### src/rtl/instr_mem_param.sv
// Parametrised instruction memory for the fetch stage.
// After reset an init sequencer fills every word with a known pattern. Once the
// sequencer finishes, the block accepts synchronous fetches and run-time loads.
//
// Fetch handshake: fetch_req is sampled at a rising edge only while ready=1.
// The requested word appears on fetch_data after that same edge, and
// fetch_valid is high for exactly that one cycle. A request is accepted on
// every cycle it is presented, and nothing is queued while ready=0.
// Load: load_en writes at the sampling edge while ready=1. While ready=0 the
// write is dropped, and load_err is raised for the following cycle.
module instr_mem_param #(
  parameter int DATA_WIDTH = 64,
  parameter int ADDR_WIDTH = 6,
  parameter int INIT_MODE  = 0
) (
  input  logic                  clk,
  input  logic                  reset,
  input  logic                  fetch_req,
  input  logic [ADDR_WIDTH-1:0] fetch_addr,
  output logic                  fetch_valid,
  output logic [DATA_WIDTH-1:0] fetch_data,
  input  logic                  load_en,
  input  logic [ADDR_WIDTH-1:0] load_addr,
  input  logic [DATA_WIDTH-1:0] load_data,
  output logic                  load_err,
  output logic                  ready
);

  localparam int DEPTH = 1 << ADDR_WIDTH;
  // One extra counter bit lets the terminal count DEPTH be seen without wrapping.
  localparam int CW    = ADDR_WIDTH + 1;
  // The number of address bits that fit into a data word.
  localparam int PW    = (DATA_WIDTH < ADDR_WIDTH) ? DATA_WIDTH : ADDR_WIDTH;

  typedef enum logic {
    ST_INIT  = 1'b0,
    ST_READY = 1'b1
  } state_t;

  state_t                state, state_next;
  logic [CW-1:0]         cnt, cnt_next;
  logic [DATA_WIDTH-1:0] mem [DEPTH];
  logic                  mem_we;
  logic [ADDR_WIDTH-1:0] mem_waddr;
  logic [DATA_WIDTH-1:0] mem_wdata;

  // The init pattern is the address, zero-extended or truncated to the word width.
  // It is all zeros when INIT_MODE is 1.
  function automatic logic [DATA_WIDTH-1:0] pattern(input logic [ADDR_WIDTH-1:0] a);
    logic [DATA_WIDTH-1:0] p;
    p = '0;
    if (INIT_MODE == 0) begin
      for (int i = 0; i < PW; i++) p[i] = a[i];
    end
    return p;
  endfunction

  // Next state and write-port selection: the init sequencer owns the write port
  // during INIT, and the load port owns it afterwards.
  always_comb begin
    state_next = state;
    cnt_next   = cnt;
    mem_we     = 1'b0;
    mem_waddr  = load_addr;
    mem_wdata  = load_data;
    case (state)
      ST_INIT: begin
        mem_we    = 1'b1;
        mem_waddr = cnt[ADDR_WIDTH-1:0];
        mem_wdata = pattern(cnt[ADDR_WIDTH-1:0]);
        cnt_next  = cnt + 1'b1;
        if (cnt_next == CW'(DEPTH)) state_next = ST_READY;
      end
      ST_READY: begin
        mem_we = load_en;
      end
    endcase
  end

  // State register and init counter. The FSM restarts at address 0 on any reset.
  always_ff @(posedge clk or posedge reset) begin
    if (reset) begin
      state <= ST_INIT;
      cnt   <= '0;
    end else begin
      state <= state_next;
      cnt   <= cnt_next;
    end
  end

  // Memory array write port. It has no reset because the init sequencer rewrites every word.
  always_ff @(posedge clk) begin
    if (mem_we) mem[mem_waddr] <= mem_wdata;
  end

  // Registered fetch response and load-error pulse. The read happens before any
  // same-edge write, so a fetch and a load to the same address return the old word.
  always_ff @(posedge clk or posedge reset) begin
    if (reset) begin
      fetch_valid <= 1'b0;
      fetch_data  <= '0;
      load_err    <= 1'b0;
    end else begin
      fetch_valid <= (state == ST_READY) && fetch_req;
      load_err    <= (state == ST_INIT) && load_en;
      if ((state == ST_READY) && fetch_req) fetch_data <= mem[fetch_addr];
    end
  end

  assign ready = (state == ST_READY);

endmodule

### config.mk
export PLATFORM = sky130hd
export DESIGN_NAME = instr_mem_param
export DESIGN_NICKNAME = d
export VERILOG_FILES = /design/src/rtl/instr_mem_param.sv
export SDC_FILE = /design/constraint.sdc
export NUM_CORES = 2
export LEC_CHECK = 0
export CAP_MARGIN = 20
export CORE_MARGIN = 8
export CORE_UTILIZATION = 50
export DETAILED_ROUTE_END_ITERATION = 7
export GPL_ROUTABILITY_DRIVEN = 1
export PLACE_DENSITY = 0.66
export RECOVER_POWER = 50
export SYNTH_ARGS = -nofsm -noshare
export SYNTH_HDL_FRONTEND = slang
export SYNTH_SLANG_ARGS = --single-unit
### constraint.sdc
create_clock -name clk -period 4.4 [get_ports clk]
set_clock_uncertainty 0.2 [all_clocks]
set_input_delay 1.1 -clock clk [delete_from_list [all_inputs] [get_ports clk]]
set_output_delay 1.1 -clock clk [all_outputs]
set_load 0.01 [all_outputs]
==> run_results.csv <==
group,metric,value,unit
timing,rsz0062_at_grt,"false",
clocking,clock_path_buffers,4,
timing,final_hold_viol_count,0,
timing,setup_viol,0,
worst_hold_path,hold_path_class,"reg2reg",
timing,setup_slack,0.407,ns
yosys,syn_avg_cell_area,21.8,µm²
status,status,"complete, but fails checks",
clocking,clkLatencyLatePin,0.96,ns
yosys,synthCells,7249,
layout,final_nets,7897,
placement,dp.final_hpwl,246,mm
critical_path,critPathMostFrequentCell,"clkbuf_1",
yosys,synth-xor-area-share,0.0332,%
layout,post-route-util,57.6,%
yosys,yosys_warnings,0,
yosys,yosysUniqueCellTypes,41,
yosys,synth.area.top_cells,"edfxtp_1 78%, mux4_2 11%, mux2i_1 3.6%",
yosys,synth-simple-area-share,1.92,%
critical_path,critPathSlowestCell,"clkbuf_1",
critical_path,cpLargestDelayFamily,"buffers and inverters",
placement,io_buffer_count,146,
global_routing,grt_max_degree,79,
yosys,ys_top_cells_by_count,"4,096 x edfxtp_1, 768 x mux4_2, 576 x mux2i_1",
routing,vias_per_cell,6.41,
critical_path,worstSetupStartpoint,"ready$_DFF_PP0_",
clocking,cts_setup_buffers,0,
floorplanning,core_region_area,315000,µm²
clocking,cts_resized,0,
global_routing,first_global_vias,80200,
yosys,synth_top_family_by_area,"multiplexers",
yosys,ys_seq_elements,4170,
critical_path,r2r_end,"mem[61][50]$_DFFE_PP_",
floorplanning,die_y,579,µm
routing,drt-total-wl,426,mm
critical_path,crit_cells,6,
yosys,syn_area,158000,µm²
power,peakVddDrop,331,µV
floorplanning,rows,206,
layout,multi_input_area,31800,µm²
critical_path,cp-start-kind,"flop",
critical_path,end_kind,"flop",
floorplanning,start_util,50.3,%
timing,fin_tns_setup,0,ns
global_routing,grt_overflow,0,
timing,fmax,250,MHz
timing,slew_viol_final,1576,
critical_path,crit_chain,"nand2b_1 > o21ai_0 > nand2_1 > clkbuf_1 > nor2_4 > clkbuf_1",
timing,min_period,3.99,ns
critical_path,path_max_fanout,64,
yosys,synth_top_area_share,77.7,%
critical_path,critPathMaxStageDelay,1.19,ns
routing,drc,0,
clocking,h-tree-depth,5,
yosys,synth_ff_type,"edfxtp_1",
routing,drtIter0Drc,10500,
yosys,yosys.area.top_type,"edfxtp_1",
critical_path,cp_data_arrival_time,4.27,ns
yosys,synthMuxAreaShare,14.6,%
critical_path,critPathRequiredTime,4.68,ns
critical_path,path_class,"reg2reg",
placement,gp_congestion,0.811,
timing,tightest_slew,2.74,ns
clocking,cts_made_buffers,407,
routing,drt-pass1-iter-count,5,
clocking,cts.clk_slew.worst_paths,0.06,ns
clocking,cts_tree,"built",
routing,wl_per_cell,34.5,µm
power,p_leak,48.8,nW
global_routing,grt_pass1_wl,601,mm
layout,n_fill_cell,22400,
timing,slew_headroom,-82.9,%
yosys,synth-edff-count,4096,
layout,drive_gt1_share,22.3,%
critical_path,crit_buf_inv,2,
layout,syn_to_final_growth,14.5,%
run,maxCapViolCount,40,
power,power_density,435,nW/µm²
yosys,synth_fp_nets,7330,
critical_path,r2r_start,"ready$_DFF_PP0_",
floorplanning,io_pins,147,
yosys,yosysMostFrequentCell,"edfxtp_1",
routing,vias,79100,
layout,seqCellArea,125000,µm²
routing,antenna_left,0,
placement,post-place-ws,-0.185,ns
floorplanning,dieWidth,579,µm
yosys,synth-compound-area-share,3.30,%
critical_path,worstSetupEndpoint,"mem[61][50]$_DFFE_PP_",
status,violations,"capacitance limit, slew limit",
floorplanning,die_area,335000,µm²
timing,finalCritPeriodShare,90.8,%
power,p_total,78.8,mW
clocking,clkSinkCount,4170,
global_routing,antenna_found_initial,13,
critical_path,rr_worst_depth,6,
critical_path,r2r_setup_slack,0.41,ns
clocking,ctsHoldBuffers,0,
global_routing,track_usage,25.1,%
yosys,seq_area_frac_synth,78.8,%
yosys,synthArstFlopShare,1.77,%
yosys,synth_fa_ha_area_share,0.00790,%
clocking,cts_root_buf,"clkbuf_16",
[area by class of cell]
cell class,count,area share (%)
diodes,15,0.0207
clock buffers,532,6.00
clock inverters,222,1.17
inverters,4,0.0131
multi-input cells,2655,17.6
flip-flops and latches,4170,68.9
well taps,4160,2.87
repair buffers,578,3.48
[power by group]
part	internal, mW	total [mW]	leakage, nW	switching (mW)
logic	0.767	1.97	12.3	1.20
clock network	19.1	33.9	6.32	14.8
registers	42.9	42.9	30.2	0.000127
total	62.8	78.8	48.8	16.0
[registers in the layout, summed over array words and instances, names as in the netlist]
register     cells
fetch_valid      1
load_err         1
ready            1
fetch_data      64
cnt              7
mem           4096
[cell usage in the layout, fill, tap and decap left out, types with 66 or more instances in the layout]
cell	n
clkinv_2	75
buf_4	179
edfxtp_1	4096
a22oi_1	320
clkdlybuf4s50_1	142
clkbuf_1	139
nand2_1	95
a211oi_1	126
and2_1	66
dfrtp_1	73
mux4_2	768
o22ai_1	128
buf_12	147
nand3_1	134
mux2i_1	576
clkbuf_16	407
clkinv_1	78
[worst min path at each step]
stage / to / from / slack, ns / cells past startpoint
6_report: cnt[6]$_DFFE_PP0N_ / cnt[6]$_DFFE_PP0N_ / 0.29 / 1
5_1_grt: cnt[6]$_DFFE_PP0N_ / cnt[6]$_DFFE_PP0N_ / 0.33 / 1
4_1_cts: cnt[6]$_DFFE_PP0N_ / cnt[6]$_DFFE_PP0N_ / 0.29 / 1
3_5_place_dp: cnt[6]$_DFFE_PP0N_ / cnt[6]$_DFFE_PP0N_ / 0.28 / 1
3_3_place_gp: cnt[6]$_DFFE_PP0N_ / cnt[6]$_DFFE_PP0N_ / 0.28 / 1
2_1_floorplan: cnt[6]$_DFFE_PP0N_ / cnt[6]$_DFFE_PP0N_ / 0.26 / 1
[logic make-up after synthesis]
group           count (synthesis)
compound gates                718
fa+ha+maj                       1
simple gates                  581
flops                        4170
mux                          1349
buf+inv                       424
xor+xnor                        6
[metal layers]
| metal | track usage, % | part of all wire, % |
|---|---|---|
| met2 | 42.0 | 49 |
| met5 | 0 | 0.0094 |
| met1 | 33.8 | 38 |
| met3 | 3.76 | 8.4 |
| met4 | 9.29 | 4.4 |
[metrics by stage]
step / instances / hold slack, ns / cell area (µm²)
after detailed placement: 11500 / 0.283 / 169000
after global placement: 11500 / 0.282 / 169000
after floorplan: 7249 / 0.265 / 158000
after global routing: 12300 / 0.330 / 181000
final: 12300 / 0.294 / 181000
after CTS: 12300 / 0.295 / 182000
Power figures use the tool's default switching activity.
